[config.mk]
export PLATFORM = sky130hd
export DESIGN_NAME = sram_like_arbiter_flat
export DESIGN_NICKNAME = d
export VERILOG_FILES = /design/src/rtl/sram_like_arbiter_pkg.sv /design/src/rtl/sram_like_arbiter_if.sv /design/src/rtl/sram_like_arbiter_ost_id_fifo.sv /design/src/rtl/sram_like_arbiter.sv /design/src/flat_wrapper.sv
export SDC_FILE = /design/constraint.sdc
export NUM_CORES = 1
export LEC_CHECK = 0
export BUFFER_PORTS_ARGS = -buffer_cell sky130_fd_sc_hd__buf_2
export CORE_AREA = 2 2 126 128
export DETAILED_ROUTE_END_ITERATION = 8
export DIE_AREA = 0 0 128 130
export GPL_TIMING_DRIVEN = 0
export PLACE_DENSITY = 0.51
export SYNTH_ARGS = -nofsm -noshare
export SYNTH_HDL_FRONTEND = slang
export SYNTH_HIERARCHICAL = 1
export SYNTH_SLANG_ARGS = --single-unit
[constraint.sdc]
create_clock -name clk -period 2.5 [get_ports clk]
set_clock_uncertainty 0.05 [all_clocks]
set_input_delay 0.375 -clock clk [delete_from_list [all_inputs] [get_ports clk]]
set_output_delay 0.375 -clock clk [all_outputs]
set_load 0.05 [all_outputs]
[src/rtl/sram_like_arbiter_pkg.sv]
// Shared definitions for the SRAM-like port arbiter: master IDs,
// request bundle layout and the default outstanding-FIFO depth.
package sram_like_arbiter_pkg;

    // Master ID encoding, also the value stored in the outstanding FIFO
    typedef enum logic {
        MID_INST = 1'b0,
        MID_DATA = 1'b1
    } mid_e;

    // Request bundle: wr, size, wstrb, addr, wdata
    localparam int unsigned REQ_W = 71;

    // Default number of address-accepted, data-pending transactions
    localparam int unsigned OST_DEPTH_DEF = 4;

    typedef struct packed {
        logic        wr;
        logic [1:0]  size;
        logic [3:0]  wstrb;
        logic [31:0] addr;
        logic [31:0] wdata;
    } sram_req_t;

endpackage

[src/rtl/sram_like_arbiter_if.sv]
// SRAM-like request/response bundle. The master modport issues requests,
// the slave modport accepts them and returns addr_ok/data_ok/rdata.
interface sram_like_if;
    logic        req;
    logic        wr;
    logic [1:0]  size;
    logic [3:0]  wstrb;
    logic [31:0] addr;
    logic [31:0] wdata;
    logic        addr_ok;
    logic        data_ok;
    logic [31:0] rdata;

    modport master (
        output req, wr, size, wstrb, addr, wdata,
        input  addr_ok, data_ok, rdata
    );

    modport slave (
        input  req, wr, size, wstrb, addr, wdata,
        output addr_ok, data_ok, rdata
    );
endinterface

[src/rtl/sram_like_arbiter_ost_id_fifo.sv]
// In-order FIFO of master IDs for transactions whose address has been
// accepted but whose data response has not yet returned.
module ost_id_fifo #(
    parameter  int unsigned DEPTH = 4,
    parameter  int unsigned WIDTH = 1,
    localparam int unsigned PTR_W = $clog2(DEPTH)
) (
    input  logic             clk,
    input  logic             reset,
    input  logic             push,
    input  logic [WIDTH-1:0] push_data,
    input  logic             pop,
    output logic [WIDTH-1:0] head,
    output logic [PTR_W:0]   count,
    output logic             full,
    output logic             empty
);

    localparam logic [PTR_W-1:0] PTR_ONE = PTR_W'(1);
    localparam logic [PTR_W:0]   CNT_ONE = (PTR_W + 1)'(1);
    localparam logic [PTR_W:0]   CNT_MAX = (PTR_W + 1)'(DEPTH);

    logic [WIDTH-1:0] mem [DEPTH];
    logic [PTR_W-1:0] wr_ptr;
    logic [PTR_W-1:0] rd_ptr;
    logic             push_ok;
    logic             pop_ok;

    assign full    = (count == CNT_MAX);
    assign empty   = (count == '0);
    assign push_ok = push && !full;
    assign pop_ok  = pop && !empty;
    assign head    = mem[rd_ptr];

    // Store the issuing ID at the write pointer
    // NOTE: storage has no reset; count gates every read, so stale slots are never seen.
    always_ff @(posedge clk) begin
        if (push_ok) begin
            mem[wr_ptr] <= push_data;
        end
    end

    // Advance pointers (power-of-2 depth wraps naturally) and track occupancy
    // NOTE: non-blocking assignments keep every register sampling pre-edge values.
    always_ff @(posedge clk or posedge reset) begin
        if (reset) begin
            wr_ptr <= '0;
            rd_ptr <= '0;
            count  <= '0;
        end else begin
            if (push_ok) begin
                wr_ptr <= wr_ptr + PTR_ONE;
            end
            if (pop_ok) begin
                rd_ptr <= rd_ptr + PTR_ONE;
            end
            case ({push_ok, pop_ok})
                2'b10:   count <= count + CNT_ONE;
                2'b01:   count <= count - CNT_ONE;
                default: count <= count;
            endcase
        end
    end

endmodule

[src/rtl/sram_like_arbiter.sv]
// Two-master arbiter for one SRAM-like memory port. Grants are held until
// the address handshake completes; data_ok is routed back to the issuing
// master through an in-order outstanding-ID FIFO.
// Build option: define ARB_ROUND_ROBIN_EN for round-robin arbitration
// between simultaneous requesters; otherwise m1 (data) has fixed priority.
module sram_like_arbiter
    import sram_like_arbiter_pkg::*;
#(
    parameter int unsigned OST_DEPTH = OST_DEPTH_DEF,
    parameter int unsigned OST_PTR_W = $clog2(OST_DEPTH)
) (
    input  logic        clk,
    input  logic        reset,
    sram_like_if.slave  m0,
    sram_like_if.slave  m1,
    sram_like_if.master s,
    output logic        ost_full,
    output logic        err_spurious
);

    logic             lock_valid;
    mid_e             lock_id;
    mid_e             grant;
    logic             gnt_req;
    logic             handshake;
    logic [REQ_W-1:0] m0_bundle;
    logic [REQ_W-1:0] m1_bundle;
    sram_req_t        s_fields;
    logic             fifo_pop;
    logic [0:0]       fifo_head;
    logic [OST_PTR_W:0] fifo_count;
    logic             fifo_full;
    logic             fifo_empty;
    mid_e             head_id;

`ifdef ARB_ROUND_ROBIN_EN
    mid_e             rr_last;
`endif

    assign m0_bundle = {m0.wr, m0.size, m0.wstrb, m0.addr, m0.wdata};
    assign m1_bundle = {m1.wr, m1.size, m1.wstrb, m1.addr, m1.wdata};

    // Pick the master that owns the shared port this cycle
    // NOTE: every always_comb output gets a default first so no latch is inferred.
    always_comb begin
        grant = MID_INST;
        if (lock_valid) begin
            grant = lock_id;
`ifdef ARB_ROUND_ROBIN_EN
        end else if (m0.req && m1.req) begin
            grant = (rr_last == MID_DATA) ? MID_INST : MID_DATA;
`endif
        end else if (m1.req) begin
            grant = MID_DATA;
        end
        gnt_req = (grant == MID_DATA) ? m1.req : m0.req;
    end

    // Forward the granted master's request fields; idle bus reads as zero
    always_comb begin
        s_fields = '0;
        if (gnt_req) begin
            s_fields = (grant == MID_DATA) ? m1_bundle : m0_bundle;
        end
    end

    assign s.req     = gnt_req && !ost_full;
    assign s.wr      = s_fields.wr;
    assign s.size    = s_fields.size;
    assign s.wstrb   = s_fields.wstrb;
    assign s.addr    = s_fields.addr;
    assign s.wdata   = s_fields.wdata;

    assign handshake = s.req && s.addr_ok;
    assign m0.addr_ok = handshake && (grant == MID_INST);
    assign m1.addr_ok = handshake && (grant == MID_DATA);

    // Responses return in issue order; the FIFO head names their owner
    assign fifo_pop   = s.data_ok && !fifo_empty;
    assign head_id    = mid_e'(fifo_head);
    assign m0.data_ok = fifo_pop && (head_id == MID_INST);
    assign m1.data_ok = fifo_pop && (head_id == MID_DATA);
    assign m0.rdata   = s.rdata;
    assign m1.rdata   = s.rdata;

    // Full is taken from the registered count, so a same-cycle pop frees nothing
    assign ost_full = fifo_full;

    ost_id_fifo #(
        .DEPTH (OST_DEPTH),
        .WIDTH (1)
    ) u_ost_id_fifo (
        .clk       (clk),
        .reset     (reset),
        .push      (handshake),
        .push_data (grant),
        .pop       (fifo_pop),
        .head      (fifo_head),
        .count     (fifo_count),
        .full      (fifo_full),
        .empty     (fifo_empty)
    );

    // Hold the grant on a master whose request is waiting for addr_ok
    always_ff @(posedge clk or posedge reset) begin
        if (reset) begin
            lock_valid <= 1'b0;
            lock_id    <= MID_INST;
        end else if (s.req) begin
            lock_valid <= !s.addr_ok;
            if (!s.addr_ok) begin
                lock_id <= grant;
            end
        end
    end

    // Flag a response that arrives with nothing outstanding; sticky until reset
    always_ff @(posedge clk or posedge reset) begin
        if (reset) begin
            err_spurious <= 1'b0;
        end else if (s.data_ok && (fifo_count == '0)) begin
            err_spurious <= 1'b1;
        end
    end

`ifdef ARB_ROUND_ROBIN_EN
    // Remember who last completed an address handshake for round-robin
    always_ff @(posedge clk or posedge reset) begin
        if (reset) begin
            rr_last <= MID_DATA;
        end else if (handshake) begin
            rr_last <= grant;
        end
    end
`endif

endmodule

[src/flat_wrapper.sv]
// flat-port wrapper written by rule: the top's interface ports become plain ports
module sram_like_arbiter_flat import sram_like_arbiter_pkg::*;
#(
    parameter int unsigned OST_DEPTH = OST_DEPTH_DEF,
    parameter int unsigned OST_PTR_W = $clog2(OST_DEPTH)
)
  (clk, reset, ost_full, err_spurious, m0_req, m0_wr, m0_size, m0_wstrb, m0_addr, m0_wdata, m0_addr_ok, m0_data_ok, m0_rdata, m1_req, m1_wr, m1_size, m1_wstrb, m1_addr, m1_wdata, m1_addr_ok, m1_data_ok, m1_rdata, s_req, s_wr, s_size, s_wstrb, s_addr, s_wdata, s_addr_ok, s_data_ok, s_rdata);
  sram_like_if m0_i ();
  sram_like_if m1_i ();
  sram_like_if s_i ();
  input  logic clk;
  input  logic reset;
  output logic ost_full;
  output logic err_spurious;
  input wire logic [$bits(m0_i.req)-1:0] m0_req;
  input wire logic [$bits(m0_i.wr)-1:0] m0_wr;
  input wire logic [$bits(m0_i.size)-1:0] m0_size;
  input wire logic [$bits(m0_i.wstrb)-1:0] m0_wstrb;
  input wire logic [$bits(m0_i.addr)-1:0] m0_addr;
  input wire logic [$bits(m0_i.wdata)-1:0] m0_wdata;
  output wire logic [$bits(m0_i.addr_ok)-1:0] m0_addr_ok;
  output wire logic [$bits(m0_i.data_ok)-1:0] m0_data_ok;
  output wire logic [$bits(m0_i.rdata)-1:0] m0_rdata;
  input wire logic [$bits(m1_i.req)-1:0] m1_req;
  input wire logic [$bits(m1_i.wr)-1:0] m1_wr;
  input wire logic [$bits(m1_i.size)-1:0] m1_size;
  input wire logic [$bits(m1_i.wstrb)-1:0] m1_wstrb;
  input wire logic [$bits(m1_i.addr)-1:0] m1_addr;
  input wire logic [$bits(m1_i.wdata)-1:0] m1_wdata;
  output wire logic [$bits(m1_i.addr_ok)-1:0] m1_addr_ok;
  output wire logic [$bits(m1_i.data_ok)-1:0] m1_data_ok;
  output wire logic [$bits(m1_i.rdata)-1:0] m1_rdata;
  output wire logic [$bits(s_i.req)-1:0] s_req;
  output wire logic [$bits(s_i.wr)-1:0] s_wr;
  output wire logic [$bits(s_i.size)-1:0] s_size;
  output wire logic [$bits(s_i.wstrb)-1:0] s_wstrb;
  output wire logic [$bits(s_i.addr)-1:0] s_addr;
  output wire logic [$bits(s_i.wdata)-1:0] s_wdata;
  input wire logic [$bits(s_i.addr_ok)-1:0] s_addr_ok;
  input wire logic [$bits(s_i.data_ok)-1:0] s_data_ok;
  input wire logic [$bits(s_i.rdata)-1:0] s_rdata;
  assign m0_i.req = m0_req;
  assign m0_i.wr = m0_wr;
  assign m0_i.size = m0_size;
  assign m0_i.wstrb = m0_wstrb;
  assign m0_i.addr = m0_addr;
  assign m0_i.wdata = m0_wdata;
  assign m0_addr_ok = m0_i.addr_ok;
  assign m0_data_ok = m0_i.data_ok;
  assign m0_rdata = m0_i.rdata;
  assign m1_i.req = m1_req;
  assign m1_i.wr = m1_wr;
  assign m1_i.size = m1_size;
  assign m1_i.wstrb = m1_wstrb;
  assign m1_i.addr = m1_addr;
  assign m1_i.wdata = m1_wdata;
  assign m1_addr_ok = m1_i.addr_ok;
  assign m1_data_ok = m1_i.data_ok;
  assign m1_rdata = m1_i.rdata;
  assign s_req = s_i.req;
  assign s_wr = s_i.wr;
  assign s_size = s_i.size;
  assign s_wstrb = s_i.wstrb;
  assign s_addr = s_i.addr;
  assign s_wdata = s_i.wdata;
  assign s_i.addr_ok = s_addr_ok;
  assign s_i.data_ok = s_data_ok;
  assign s_i.rdata = s_rdata;
  sram_like_arbiter #(.OST_DEPTH(OST_DEPTH), .OST_PTR_W(OST_PTR_W)) u_core (.clk(clk), .reset(reset), .m0(m0_i), .m1(m1_i), .s(s_i), .ost_full(ost_full), .err_spurious(err_spurious));
endmodule
---- After elaboration in Yosys (flattened, before gate mapping) ----
Memory sizes are Yosys's and may differ from the RTL's.
Index checks and enable logic that the tools add are counted.
storage, ports and cells
  register bits after elaboration ......... 10
  memory bits (writable) .................. 4
  output and inout bits ................... 142
  memories kept ........................... 1
cells by class
  $add $sub $neg .......................... 4
  equality and inequality tests ........... 3
  multiplexer cells ....................... 8
  bitwise gates (word level) .............. 3
  reduce and logical (&&, ||, !) cells .... 16
memories
  name                      words  width  read ports  clocked after Yosys merged registers in  wr ports  RTL line                             text
  u_core.u_ost_id_fifo.mem  4      1      1           0                                        1         sram_like_arbiter_ost_id_fifo.sv:23  logic [WIDTH-1:0] mem [DEPTH];
operator list
  cell                 number
  $mux 71              2
  $logic_and 1x1->1    10
  $pmux 3 s2           1
  $mux 1               5
  $add 2x1->2 const B  2
  $add 3x1->3 const B  1
  $eq 3x3->1 const B   1
  $logic_not 1->1      3
  $logic_not 3->1      1
  $not 1->1            3
  $sub 3x1->3 const B  1
  $eq 2x1->1 const B   1
  $eq 2x2->1 const B   1
  $reduce_and 2->1     1
  $reduce_bool 2->1    1

---- Depth between registers and ports, before layout ----
Gate-level depths: netlist of run 1.
  depth after elaboration ................. 8
  gate-level depth with buffers ........... 11
  depth with buffers taken out ............ 11

---- Hierarchy ----
Netlist of run 1, hierarchy kept.
by module, submodules not included
  module             instances  cells an instance  area an instance (um^2)
  sram_like_arbiter  1          266                2244.7
  ost_id_fifo        1          45                 576.8

---- Worst setup path after synthesis of run 1 ----
Ideal clock, no wire load.
  kind .................................... flip-flop to flip-flop
  start ................................... register u_core.u_ost_id_fifo.count[0]
  end ..................................... register u_core.u_ost_id_fifo.count[2]
  library setup time ...................... 0.079 ns
  data arrival time ....................... 2.847 ns
  setup slack ............................. -0.477 ns
  stages on the path, launching flop included .. 12
  cell sequence ........................... dfrtp_1 -> nor3b_2 -> nand2b_1 -> a211oi_1 -> nor2b_2 -> inv_1 -> ha_1 -> inv_1 -> fa_1 -> xor2_1 -> nor2_1 -> xor2_1
between the ends
  cells in the longest elaborated chain, start to end .. 7
  elaborated cells on any way between the ends .. 15
  classes of those cells .................. 2 x add/sub; 3 x eq/ne; 1 x mux; 9 x reduce/logical
RTL lines
  element                                                 RTL line                             text
  from (decl)                                             sram_like_arbiter_ost_id_fifo.sv:14  output logic [PTR_W:0] count,
  from (signal assigned)                                  sram_like_arbiter_ost_id_fifo.sv:58  2'b10: count <= count + CNT_ONE;
  from (signal assigned)                                  sram_like_arbiter_ost_id_fifo.sv:59  2'b01: count <= count - CNT_ONE;
  from (signal assigned)                                  sram_like_arbiter_ost_id_fifo.sv:60  default: count <= count;
  $eq 3x3->1 *                                            sram_like_arbiter_ost_id_fifo.sv:29  assign full = (count == CNT_MAX);
  named net ost_full                                      flat_wrapper.sv:13                   output logic ost_full;
  $logic_not 1->1 *                                       sram_like_arbiter.sv:67              assign s.req = gnt_req && !ost_full;
  $logic_and 1x1->1 *                                     sram_like_arbiter.sv:67
  $logic_and 1x1->1 *                                     sram_like_arbiter.sv:74              assign handshake = s.req && s.addr_ok;
  named net u_core.handshake                              sram_like_arbiter.sv:25              logic handshake;
  $logic_and 1x1->1 *                                     sram_like_arbiter_ost_id_fifo.sv:31  assign push_ok = push && !full;
  $eq 2x1->1 / $eq 2x2->1 (equally long branches)         sram_like_arbiter_ost_id_fifo.sv:57  case ({push_ok, pop_ok})
  $pmux 3 s2 / $reduce_bool 2->1 (equally long branches)  --
Mark *: on every way through the listed nets, which the timed path passes. The rest lies on a longest branch.
A chain may end at the register's enable or synchronous reset.

---- Final worst setup path of run 1 ----
  start ................................... input m0_req
  end ..................................... register u_core.u_ost_id_fifo.count[1]
between the ends
  cells in the longest elaborated chain, start to end .. 6
  elaborated cells on any way between the ends .. 8
  classes of those cells .................. 2 x eq/ne; 2 x mux; 4 x reduce/logical
RTL lines
  element                                                 RTL line                             text
  from (decl)                                             flat_wrapper.sv:15                   input wire logic [$bits(m0_i.req)-1:0] m0_req;
  $mux 1 *                                                sram_like_arbiter.sv:56              gnt_req = (grant == MID_DATA) ? m1.req : m0.req;
  $logic_and 1x1->1 *                                     sram_like_arbiter.sv:67
  $logic_and 1x1->1 *                                     sram_like_arbiter.sv:74
  named net u_core.handshake                              sram_like_arbiter.sv:25
  $logic_and 1x1->1 *                                     sram_like_arbiter_ost_id_fifo.sv:31
  $eq 2x1->1 / $eq 2x2->1 (equally long branches)         sram_like_arbiter_ost_id_fifo.sv:57
  $pmux 3 s2 / $reduce_bool 2->1 (equally long branches)  --
Marked as above.

==> reports/summary.txt, run 1 <==
Status -> finished, final reports clean
First-pass GRT wire length -> 16,400 um
Metal-1 WL -> 4800 um
R2r setup slk -> 0.24 ns
Maximum vdd ir drop -> 0.546 mV
Final Cycle Share -> 0.933
Largest family of logic cells by synthesized area -> compound AO/OA/AOI/OAI gates
Post-Route WL -> 11,300 um
DPL Wire Length -> 9780 um
Most common cell after layout, fill and taps aside -> buf_2
Multi-input logic area -> 1700 sq um
Critical-path top delay cell -> clkbuf_1
EDFF count, synth -> 4
Die width -> 128 um
CP arrival -> 2.42 ns
Post-synth ARST share -> 0.714
Met3 wire length -> 755 um
Via count -> 3,391
Final worst path period need -> 2.33 ns
Longest Clk Path Bufs -> 2
Met2 routed wirelength -> 5740 um
Total GRT Usage -> 0.121
Slew HR -> 0.698
Share of cells above drive strength 1 -> 0.759
Sequential cell area -> 370 sq um
Synth Register Bits -> 14
RSZ-0062 raised after global routing -> false
Yosys warns -> 6
Yosys top cell area share -> 0.275
Worst-path maximum fanout -> 10
Post-placement cell area -> 4510 sq um
H-tree depth -> 1
DRC violations left -> 0
Register area share after synthesis -> 0.131
Total Power -> 4.74 mW
Synth Area in Simple Gates -> 0.225
Post-synthesis xor/xnor area fraction -> 0.0186
Area grow syn2layout -> 65.2%
Design area -> 4660 sq um
Synth Area in Compound Gates -> 0.300
Initial antenna violation count -> 0
Element type at the critical path end -> flip-flop
CP cell instances -> buf_2, clkbuf_1, nor3b_2, a211oi_1, nor2b_4, inv_1, ha_1, inv_1, fa_1, o21ai_0
Placer Congestion -> 0.713
Top sig layer -> met4
Final Setup Violations -> 0
Detail Route Antenna Nets -> 0
Crit-path most repeated cell -> inv_1
Largest net degree at the start of global routing -> 11
Total CTS buffers -> 3
Adder-cell share of the synthesized area -> 0.0293
CP Class -> input port to flip-flop
Ports -> 322
Root buffer cell -> clkbuf_16
DR WL/cell -> 14.1 um
Worst Max-Slew Pin Slew -> 0.452 ns
Row Count -> 46
Largest area contributor in the netlist -> a32o_2
Min-delay worst type -> flip-flop to flip-flop
Synthesized area per cell -> 9.07 sq um
Final Slew Violations -> 0
Vias in the first global route -> 3,282
Core area -> 15,400 sq um
Synth cell types -> 37
Clock transition at path regs -> 0.04 ns
Critical Path Max Stage Delay -> 0.39 ns
Multiplexer share of the synthesized area -> 0.0248
Final hold violations -> 0
PwrDens -> 1020 nW/um^2
CP Buf/Inv Count -> 4
Initial Util -> 0.183
LEAKAGE -> 2.76 nW
Synthesized net count -> 497
Worst-Skew Late Latency -> 0.24 ns
Top area cells in the synthesized netlist -> a32o_2 (28%), buf_4 (17%), and2_1 (16%), dfrtp_1 (8.9%), buf_6 (6.4%)
TritonCTS clock tree -> built
Most frequent cells in the layout -> buf_2 (290), and2_1 (72), buf_4 (69), a32o_2 (69), buf_6 (16)
Diode count -> 0
DR iter-0 viols -> 82
# fillers -> 1,664
Vias per inst -> 4.23
Startpoint Class -> input port
Post-Synthesis Cells -> 311
Die Ht -> 130 um
Total gr overflow -> 0
Largest delay share family, worst path -> buffers and inverters
Layout net count -> 797
TritonRoute pass-1 iters -> 4
Cell area after synthesis -> 2820 sq um
FMAX -> 428 MHz
Die Area -> 16,600 sq um
Port Buf Inserts -> 289
CTS sink count -> 14
Predominant post-synthesis flop cell -> dfrtp_1
Crit path required time -> 2.59 ns
Max Cap Viol -> 0
-- layout make-up --
class	instances	share of cell area
buffer	96	0.157
clock buffer	4	0.0169
inverter	10	0.00805
multi-input combinational	191	0.364
sequential	14	0.0795
tap	192	0.0515
timing repair buffer	295	0.323
-- registers in the layout, summed over array words and instances, names as in the netlist --
name and count:
u_core/err_spurious 1, u_core/u_ost_id_fifo/mem 4, u_core/lock_valid 1, u_core/lock_id 1, u_core/u_ost_id_fifo/rd_ptr 2, u_core/u_ost_id_fifo/wr_ptr 2
u_core/u_ost_id_fifo/count 3
-- cells by family (layout without fill, tap and decap cells) --
| kind of cell | count (synthesis) | count (layout) |
|---|---|---|
| flops | 14 | 14 |
| xor+xnor | 6 | 6 |
| buf+inv | 106 | 405 |
| compound gates | 77 | 77 |
| mux | 4 | 4 |
| simple gates | 98 | 98 |
| fa+ha+maj | 6 | 6 |
-- cell usage after synthesis (all sizes together), types with 2 or more instances --
cell,number
ha,5
nor2b,4
nand2,2
inv,10
dfrtp,10
buf,83
and2,77
nand2b,2
xnor2,2
clkbuf,13
nor3,2
nor2,3
xor2,4
nor3b,3
a211oi,2
edfxtp,4
a32o,71
or2,2
mux2i,2
-- worst paths after layout --
check	endpoint	cells past startpoint	start
max	u_core/u_ost_id_fifo/count[1]	10	m0_req
min	u_core/err_spurious	1	u_core/err_spurious
max reg2reg	u_core/u_ost_id_fifo/count[1]	9	u_core/lock_valid
min reg2reg	u_core/err_spurious	1	u_core/err_spurious
max in group asynchronous	u_core/u_ost_id_fifo/rd_ptr[1]	3	reset
min in group asynchronous	u_core/err_spurious	3	reset
-- metal layers --
metal,GRT usage,vias up
met5,0,-
li1,-,1678
met3,0.0217,2
met2,0.221,144
met1,0.156,1567
met4,0.00840,0
-- where the power goes --
group | switching, mW | internal (mW) | leakage, nW
combinational | 2.62 | 1.38 | 2.58
sequential | 0.104 | 0.342 | 0.151
clock | 0.0807 | 0.214 | 0.0382
-- through the flow --
stage	hold slack, ns	setup TNS (ns)	utilization	worst slack [ns]	cells
floorplan	0.0786	-0.224	-	-0.201	311
global placement	0.215	-0.501	0.293	-0.259	792
detailed placement	0.218	-0.537	0.293	-0.300	792
CTS	0.434	0	0.299	0.0286	798
global route	0.461	0	0.302	0.0456	802
finish	0.431	0	0.302	0.166	802
-- repair_timing --
| action | in CTS | in global routing |
|---|---|---|
| buffers inserted | 1 | 4 |
| gates resized for setup | 1 | 1 |
| hold buffers | 1 | 0 |
| setup endpoints to repair | 2 | 3 |
| pin swaps | 1 | 0 |
| endpoints found under the hold margin | 3 | 0 |
Note: power is estimated with default switching activity, not from simulation.
==> inputs of run 2 (changes only) <==
--- a/config.mk
+++ b/config.mk
@@ -7,6 +7,7 @@
 export LEC_CHECK = 0
 export BUFFER_PORTS_ARGS = -buffer_cell sky130_fd_sc_hd__buf_2
 export CORE_AREA = 2 2 126 128
+export CTS_BUF_LIST = sky130_fd_sc_hd__clkbuf_16
 export DETAILED_ROUTE_END_ITERATION = 8
 export DIE_AREA = 0 0 128 130
 export GPL_TIMING_DRIVEN = 0
==> reports/summary.txt, run 2 (synthesized netlist as in run 1, its figures left out) <==
Vias per inst -> 4.23
TritonCTS clock tree -> built
DRC violations left -> 0
CP arrival -> 2.42 ns
Min-delay worst type -> flip-flop to flip-flop
Maximum vdd ir drop -> 0.546 mV
Biggest register -> u_core/u_ost_id_fifo/mem
Largest net degree at the start of global routing -> 11
Share of cells above drive strength 1 -> 0.759
DR WL/cell -> 14.1 um
Hold path startpoint -> u_core/err_spurious
Diode count -> 0
Final Setup Violations -> 0
DPL Wire Length -> 9780 um
Die width -> 128 um
Crit path required time -> 2.59 ns
Root buffer cell -> clkbuf_16
Die Area -> 16,600 sq um
Initial Util -> 0.183
PwrDens -> 1020 nW/um^2
Max Cap Viol -> 0
RSZ-0062 raised after global routing -> false
Crit path launch -> m0_req
Most frequent cells in the layout -> buf_2 (290), and2_1 (72), buf_4 (69), a32o_2 (69), buf_6 (16)
FMAX -> 429 MHz
Layout net count -> 797
Core area -> 15,400 sq um
Setup_tns -> 0 ns
Post-Route WL -> 11,300 um
H-tree depth -> 1
Ports -> 322
Initial antenna violation count -> 0
Final Slew Violations -> 0
Status -> finished, final reports clean
Clock transition at path regs -> 0.04 ns
Max reg flops -> 4
Area grow syn2layout -> 65.2%
Crit Reg-Reg Startpoint -> u_core/lock_valid
Longest Clk Path Bufs -> 2
Port Buf Inserts -> 289
Final cell count without fillers -> 802
Final Cycle Share -> 0.933
Die Ht -> 130 um
TritonRoute pass-1 iters -> 4
Row Count -> 46
CTS sink count -> 14
Final worst slack -> 0.167 ns
R2r setup slk -> 0.24 ns
Total gr overflow -> 0
Total GRT Usage -> 0.121
Detail Route Antenna Nets -> 0
Startpoint Class -> input port
# fillers -> 1,664
Worst-Skew Late Latency -> 0.24 ns
Dpl cells -> 792
DR iter-0 viols -> 82
Placer Congestion -> 0.713
CP Class -> input port to flip-flop
Most common cell after layout, fill and taps aside -> buf_2
Worst Max-Slew Pin Slew -> 0.451 ns
Biggest regs -> u_core/u_ost_id_fifo/mem: 4 flops, u_core/u_ost_id_fifo/count: 3 flops
Slew HR -> 0.699
Final hold violations -> 0
DP Worst Slack -> -0.300 ns
Element type at the critical path end -> flip-flop
Final worst path period need -> 2.33 ns
First-pass GRT wire length -> 16,400 um
Vias in the first global route -> 3,282
Via count -> 3,391
Worst-path maximum fanout -> 10
Total CTS buffers -> 3
LEAKAGE -> 2.77 nW
[run 2: per-layer routing]
| metal | part of all wire | vias up | routed length (um) | global-route usage |
|---|---|---|---|---|
| met5 | 0 | - | 0 | 0 |
| met3 | 0.067 | 2 | 755 | 0.0217 |
| met1 | 0.42 | 1567 | 4800 | 0.156 |
| met4 | 0.0041 | 0 | 47 | 0.00840 |
| li1 | - | 1678 | - | - |
| met2 | 0.51 | 144 | 5740 | 0.221 |
[run 2: area by class of cell]
class / instances / area (sq um) / share of cell area
Clock inverter: 1 / 3.75 / 0.000805
Inverter: 10 / 37.5 / 0.00805
Clock buffer: 3 / 75.1 / 0.0161
Tap cell: 192 / 240 / 0.0515
Sequential cell: 14 / 370 / 0.0795
Buffer: 96 / 729 / 0.157
Timing Repair Buffer: 295 / 1510 / 0.323
Multi-Input combinational cell: 191 / 1700 / 0.364
[run 2: worst paths after layout]
kind,depth (start not counted),end
max,10,u_core/u_ost_id_fifo/count[1]
min,1,u_core/err_spurious
max reg2reg,9,u_core/u_ost_id_fifo/count[1]
min reg2reg,1,u_core/err_spurious
max in group asynchronous,3,u_core/u_ost_id_fifo/rd_ptr[1]
min in group asynchronous,3,u_core/err_spurious
[run 2: timing repair]
item	4_1_cts	5_1_grt
resized for setup	1	1
hold buffers	1	0
buffers inserted	1	4
endpoints found under the setup margin	2	3
endpoints found under the hold margin	3	0
pin swaps	1	0
[run 2: worst max-delay path, cell delays in order]
cell      delay (ns)
buf_2           0.15
clkbuf_1        0.39
nor3b_2         0.10
a211oi_1        0.25
nor2b_4         0.22
inv_1           0.06
ha_1            0.21
inv_1           0.07
fa_1            0.39
o21ai_0         0.20
[run 2: stage by stage]
| step | hold slack, ns | instance area, sq um | power (mW) | utilization |
|---|---|---|---|---|
| finish | 0.431 | 4660 | 4.74 | 0.302 |
| global route | 0.461 | 4660 | 5.01 | 0.302 |
| CTS | 0.434 | 4620 | 4.72 | 0.299 |
| detailed placement | 0.218 | 4510 | 4.40 | 0.293 |
| global placement | 0.215 | 4510 | 4.36 | 0.293 |
| floorplan | 0.0786 | 2830 | 3.54 | - |
[run 2: report_power, final]
| part | switching (mW) | internal (mW) | total (mW) |
|---|---|---|---|
| Sequential | 0.104 | 0.342 | 0.446 |
| Clock | 0.0811 | 0.210 | 0.291 |
| Combinational | 2.62 | 1.38 | 4.00 |
| Total | 2.81 | 1.93 | 4.74 |
